$ cat src/rtl/i2s_transmitter.sv
// i2s_transmitter
// Serialises one mono sample per frame as Philips I2S (same word on the left
// and right channels). bclk and lrclk are derived from clk by a divider; a
// one-deep holding register with a valid/ready handshake decouples the mixer
// from the frame timing, and frames loaded with nothing available count as
// underruns.
module i2s_transmitter #(
    parameter int WIDTH      = 24,   // sample width, WIDTH <= FRAME_BITS-1
    parameter int FRAME_BITS = 32,   // bclk slots per channel
    parameter int BCLK_DIV   = 4     // clk cycles per bclk half-period, >= 1
) (
    input  logic             clk,
    input  logic             rst,
    input  logic [WIDTH-1:0] sample_in,      // two's-complement sample from the mixer
    input  logic             sample_valid,
    output logic             sample_ready,
    output logic             sample_req,
    output logic             bclk,
    output logic             lrclk,
    output logic             sdata,
    output logic             underrun,
    output logic [15:0]      underrun_count
);

    localparam int SLOTS  = 2 * FRAME_BITS;
    localparam int SLOT_W = (SLOTS > 1) ? $clog2(SLOTS) : 1;
    localparam int DIV_W  = (BCLK_DIV > 1) ? $clog2(BCLK_DIV) : 1;
    localparam int C_W    = (FRAME_BITS > 1) ? $clog2(FRAME_BITS) : 1;

    localparam logic [DIV_W-1:0]  DIV_LAST  = DIV_W'(BCLK_DIV - 1);
    localparam logic [SLOT_W-1:0] SLOT_LAST = SLOT_W'(SLOTS - 1);
    localparam logic [SLOT_W-1:0] HALF      = SLOT_W'(FRAME_BITS);

    // ------------------------------------------------------------------
    // State
    // ------------------------------------------------------------------
    logic              rst_q_reg;
    logic [DIV_W-1:0]  div_reg;
    logic              bclk_reg;
    logic [SLOT_W-1:0] slot_reg;
    logic              lrclk_reg;
    logic              sdata_reg;
    logic [WIDTH-1:0]  word_reg;
    logic [WIDTH-1:0]  hold_reg;
    logic              hold_full_reg;
    logic              sample_req_reg;
    logic              underrun_reg;
    logic [15:0]       underrun_count_reg;

    // ------------------------------------------------------------------
    // Timing events
    // ------------------------------------------------------------------
    logic              div_wrap;
    logic              fall_evt;
    logic              slot_wrap;
    logic              load_now;
    logic [SLOT_W-1:0] slot_next;
    logic              upper_half;
    logic [C_W-1:0]    chan_bit;
    logic [FRAME_BITS-1:0] slot_bits;
    logic              sdata_next;
    logic              ready;
    logic              accept;

    assign div_wrap  = (div_reg == DIV_LAST);
    // bclk is high when the divider wraps, so this wrap drives it low.
    assign fall_evt  = div_wrap && bclk_reg;
    assign slot_wrap = (slot_reg == SLOT_LAST);
    // The frame boundary is the falling edge on which the slot counter wraps.
    assign load_now  = fall_evt && slot_wrap;

    assign slot_next  = slot_wrap ? '0 : slot_reg + SLOT_W'(1);
    assign upper_half = (slot_next >= HALF);
    // Bit position within the current channel for the slot about to start.
    assign chan_bit   = C_W'(upper_half ? (slot_next - HALF) : slot_next);

    // Per-slot data map: slot 0 is the one-bclk I2S delay, slots 1..WIDTH carry
    // the word MSB first, the remaining slots are zero padding.
    genvar gi;
    generate
        for (gi = 0; gi < FRAME_BITS; gi = gi + 1) begin : g_slot
            if ((gi >= 1) && (gi <= WIDTH)) begin : g_data
                assign slot_bits[gi] = word_reg[WIDTH-gi];
            end else begin : g_pad
                assign slot_bits[gi] = 1'b0;
            end
        end
    endgenerate

    // At a load the new slot is 0, which is padding, so using the outgoing
    // word here is harmless.
    assign sdata_next = slot_bits[chan_bit];

    // A sample can be taken while the holding register is empty, or in the
    // load cycle, when the held sample moves into the transmit word.
    assign ready  = !rst_q_reg && (!hold_full_reg || load_now);
    assign accept = sample_valid && ready;

    // ------------------------------------------------------------------
    // Sequential logic
    // ------------------------------------------------------------------

    // Delayed reset keeps the handshake closed for the cycle after release.
    always_ff @(posedge clk) begin
        rst_q_reg <= rst;
    end

    // Clock divider producing bclk with a 2*BCLK_DIV clk period.
    always_ff @(posedge clk) begin
        if (rst) begin
            div_reg  <= '0;
            bclk_reg <= 1'b0;
        end else if (div_wrap) begin
            div_reg  <= '0;
            bclk_reg <= !bclk_reg;
        end else begin
            div_reg  <= div_reg + DIV_W'(1);
        end
    end

    // Slot counter, word select and serial data, all advanced on bclk falls.
    always_ff @(posedge clk) begin
        if (rst) begin
            slot_reg  <= '0;
            lrclk_reg <= 1'b0;
            sdata_reg <= 1'b0;
        end else if (fall_evt) begin
            slot_reg  <= slot_next;
            lrclk_reg <= upper_half;
            sdata_reg <= sdata_next;
        end
    end

    // Holding register, transmit word, frame strobe and underrun accounting.
    always_ff @(posedge clk) begin
        if (rst) begin
            word_reg           <= '0;
            hold_reg           <= '0;
            hold_full_reg      <= 1'b0;
            sample_req_reg     <= 1'b0;
            underrun_reg       <= 1'b0;
            underrun_count_reg <= '0;
        end else begin
            sample_req_reg <= load_now;
            underrun_reg   <= 1'b0;
            if (load_now) begin
                if (hold_full_reg) begin
                    word_reg <= hold_reg;
                    if (accept) begin
                        // Refill behind the sample just moved out; stays full.
                        hold_reg <= sample_in;
                    end else begin
                        hold_full_reg <= 1'b0;
                    end
                end else if (accept) begin
                    // Bypass: the sample goes straight into the frame.
                    word_reg <= sample_in;
                end else begin
                    // Nothing to send: transmit silence and record it.
                    word_reg     <= '0;
                    underrun_reg <= 1'b1;
                    if (underrun_count_reg != 16'hFFFF) begin
                        underrun_count_reg <= underrun_count_reg + 16'd1;
                    end
                end
            end else if (accept) begin
                hold_reg      <= sample_in;
                hold_full_reg <= 1'b1;
            end
        end
    end

    // ------------------------------------------------------------------
    // Outputs
    // ------------------------------------------------------------------
    assign sample_ready   = ready;
    assign sample_req     = sample_req_reg;
    assign bclk           = bclk_reg;
    assign lrclk          = lrclk_reg;
    assign sdata          = sdata_reg;
    assign underrun       = underrun_reg;
    assign underrun_count = underrun_count_reg;

endmodule

$ cat config.mk
export PLATFORM = sky130hd
export DESIGN_NAME = i2s_transmitter
export DESIGN_NICKNAME = d
export VERILOG_FILES = /design/src/rtl/i2s_transmitter.sv
export SDC_FILE = /design/constraint.sdc
export NUM_CORES = 1
export LEC_CHECK = 0
export CORE_ASPECT_RATIO = 0.75
export CORE_UTILIZATION = 40
export DETAILED_ROUTE_END_ITERATION = 7
export HOLD_SLACK_MARGIN = 0.05
export PLACE_DENSITY = 0.61
export SLEW_MARGIN = 20
export SYNTH_ARGS = -nofsm -noshare
export SYNTH_HDL_FRONTEND = slang
export SYNTH_SLANG_ARGS = --single-unit
$ cat constraint.sdc
create_clock -name clk -period 2.34 [get_ports clk]
set_input_delay 0.468 -clock clk [delete_from_list [all_inputs] [get_ports clk]]
set_output_delay 0.468 -clock clk [all_outputs]
set_load 0.005 [all_outputs]
==> out/metrics.yaml <==
timing:
  hold_violations: 0
  tightest_slew_ns: 0.5898
  drv_slew: 0
  setup_tns_ns: 0
  setup_viol: 0
  period_share_pct: 93.22
  clock_skew_ns: 0.007418
  whs_ns: 0.4317
  timing.fmax_ghz: 0.4584
  finalCriticalPeriod_ns: 2.181
  rsz0062_at_grt: "no"
  relSlewSlack_pct: 60.55
setup_path:
  worst_setup_path_start_kind: "register"
  cp-end-kind: "register"
  r2r_setup_slack_ns: 0.16
  cpPeakStageDelay_ns: 0.58
  crit_chain: "ha_2 -> nand3_2 -> nor3_4 -> nand2_1 -> or4_4 -> or3_1 -> a21oi_1"
  critPathMaxFanout: 10
  reg2reg_from: "slot_reg[1]$_SDFFE_PP0N_"
  crit_required_ns: 2.61
  arrival_ns: 2.45
  r2r-end: "underrun_count[13]$_SDFFE_PP0P_"
  crit_slowest_cell: "or4_4"
  critical_path_class: "reg2reg"
  reg2reg_depth: 7
hold_path:
  holdPathEnd: "div_reg[0]$_SDFF_PP0_"
  hold_path.class: "reg2reg"
  holdPathStages: 1
  hp-start: "div_reg[0]$_SDFF_PP0_"
clocking:
  hold_buffers: 0
  cts_tree: "yes"
  clockBufferDepth: 2
  cts-root-buf: "clkbuf_16"
  cts.clk_slew.worst_paths_ns: 0.06
  htreeDepth: 3
  cts.sinks: 78
  cts_made_buffers: 9
  insertion_delay_ns: 0.33
routing:
  vias: 3161
  wl_per_cell_microns: 14.89
  drtAntennaViolNets: 0
  wirelength_mm: 8.680
  drcViolationCount: 0
  drt_iter0_markers: 168
  via_per_inst: 5.422
  firstDrtPassIters: 4
synthesis:
  synth_largest_area_cell: "dfxtp_1"
  synth_area_leaders: "dfxtp_1 (45%), nand2_1 (7.5%), a21oi_1 (6.7%), a221oi_1 (6.1%), nor2_1 (4.4%)"
  netlist_area_sq_um: 3451
  syn_inst: 429
  ys_ff_latch: 78
  async_flop_share_pct: 0
  ys.warnings.count: 0
  synth-main-ff-cell: "dfxtp_1"
  synth_area_per_cell_sq_um: 8.044
  synth_cell_types: 42
  synth.net_count: 459
  synth_edf_count: 0
  yosysSeqAreaShare_pct: 45.25
  synthDominantCellAreaShare_pct: 45.25
floorplanning:
  start_util_pct: 42.46
  die_w_microns: 109.3
  die_h_microns: 82.44
  core-area_sq_um: 8128
  num_io_pins: 49
  fp-row-count: 28
  dieArea_sq_um: 9007
layout:
  area.growth.synth_to_final_pct: 28.72
  fin_nets: 503
  diodes: 0
  drive_gt1_share_pct: 9.414
pwr:
  p_leak_nw: 1.538
  power_density_nw_per_um2: 672.9
  vdd_drop_max_uv: 494.6
placed_design:
  gp_congestion: 0.8374
  hpwl_mm: 5.764
  portBuffers: 48
grt:
  grt_antenna_before_repair: 0
  grt_pass1_wl_mm: 13.90
  grt_pass1_vias: 2764
  grt_usage_pct: 20.65
  grt_overflow: 0
  grt_max_degree: 78
run:
  max_cap_viol_count: 0
status:
  outcome: "complete, no violations"
area by class of cell:
cell class	count	area [sq um]
Fill cell	778	3686
Multi-Input combinational cell	313	1763
Sequential cell	78	1562
Timing Repair Buffer	67	658.1
Clock buffer	14	274.0
Tap cell	105	131.4
Clock inverter	2	38.79
Inverter	4	15.01
per-layer routing:
metal	vias up	track usage, %	part of all wire (%)	wire (microns)
met5	-	0	0	0
met4	0	5.333	0.26	23
met3	2	6.279	5.3	460
met2	69	28.74	44	3820
met1	1473	30.47	50	4376
li1	1617	-	-	-
cell usage after synthesis (2+ instances only):
cell type,number
a21oi_1,46
a221oi_1,24
and2_1,3
and3_1,3
and4_1,2
buf_2,2
clkbuf_1,31
dfxtp_1,78
ha_1,3
inv_1,4
mux2i_1,4
nand2_1,69
nand2_2,2
nand3_1,14
nand3b_1,4
nand4_1,4
nor2_1,40
nor2b_1,3
nor3_1,30
nor3b_1,2
o2111a_1,2
o211ai_1,3
o21ai_0,15
or3_1,14
or4_1,2
xnor2_1,7
xor2_1,3
kinds of logic (layout without fill, tap and decap cells):
family | count (synthesis) | after routing | synth area share (%)
AOI/OAI and AO/OA | 98 | 98 | 18.27
xor gates and xnor gates | 10 | 10 | 2.538
adders and majority gates | 3 | 3 | 1.088
and+or+nand+nor | 197 | 197 | 27.16
buffers and inverters | 38 | 87 | 4.206
muxes | 5 | 5 | 1.487
DFF | 78 | 78 | 45.25
worst max-delay path by stage:
| stage | start | end | slack, ns | depth (start not counted) |
|---|---|---|---|---|
| 5_1_grt | slot_reg[1]$_SDFFE_PP0N_ | underrun_count[15]$_SDFFE_PP0P_ | 0.008 | 7 |
| 6_report | slot_reg[1]$_SDFFE_PP0N_ | underrun_count[13]$_SDFFE_PP0P_ | 0.16 | 7 |
| 3_3_place_gp | sample_valid | underrun_count[15]$_SDFFE_PP0P_ | -0.08 | 7 |
| 2_1_floorplan | slot_reg[0]$_SDFFE_PP0N_ | underrun_count[11]$_SDFFE_PP0P_ | 0.05 | 8 |
| 4_1_cts | slot_reg[1]$_SDFFE_PP0N_ | underrun_count[4]$_SDFFE_PP0P_ | 0.04 | 7 |
| 3_5_place_dp | sample_valid | underrun_count[9]$_SDFFE_PP0P_ | -0.15 | 7 |
where the power goes:
part / internal, mW / total [mW] / switching, mW / leakage [nW]
combinational: 0.0838 / 0.179 / 0.0955 / 0.754
sequential: 1.36 / 1.37 / 0.0141 / 0.632
clock: 0.916 / 1.44 / 0.524 / 0.153
total: 2.36 / 2.99 / 0.633 / 1.54
stage by stage:
stage	util, %	std cells	setup WS [ns]	power (mW)	area [sq um]
detailed placement	50.45	566	-0.1452	1.580	4100
floorplan	-	429	0.04942	1.483	3451
finish	54.65	583	0.1586	2.989	4442
CTS	54.36	582	0.03962	3.024	4418
global route	54.65	583	0.007681	3.105	4442
global placement	50.45	566	-0.07946	1.576	4100
critical path: cells and delay by family, from the launching register on:
kind | cells | cell delay [ns]
flip-flops | 1 | 0.35
AND/OR/NAND/NOR | 5 | 1.42
adder cells (fa/ha/maj) | 1 | 0.21
AO/OA/AOI/OAI | 1 | 0.14
what timing repair did:
item | CTS | global route
endpoints found under the setup margin | 1 | 29
buffers inserted | 0 | 1
gates resized for setup | 3 | 5
pin swaps | 0 | 2
cells in the final DEF (no fill, tap or decap), drive strengths merged, types with 4 or more instances in the layout:
cell type	Yosys	final
xnor2	7	7
nand3b	4	4
buf	3	20
o21ai	15	15
nor3	31	31
a221oi	24	24
a21oi	46	46
mux2i	4	4
clkbuf	31	14
dfxtp	78	78
nand4	4	4
nor2	40	40
clkdlybuf4s50	0	46
nand2	71	71
or3	14	14
nand3	14	14
inv	4	4
Power figures use the tool's default switching activity.
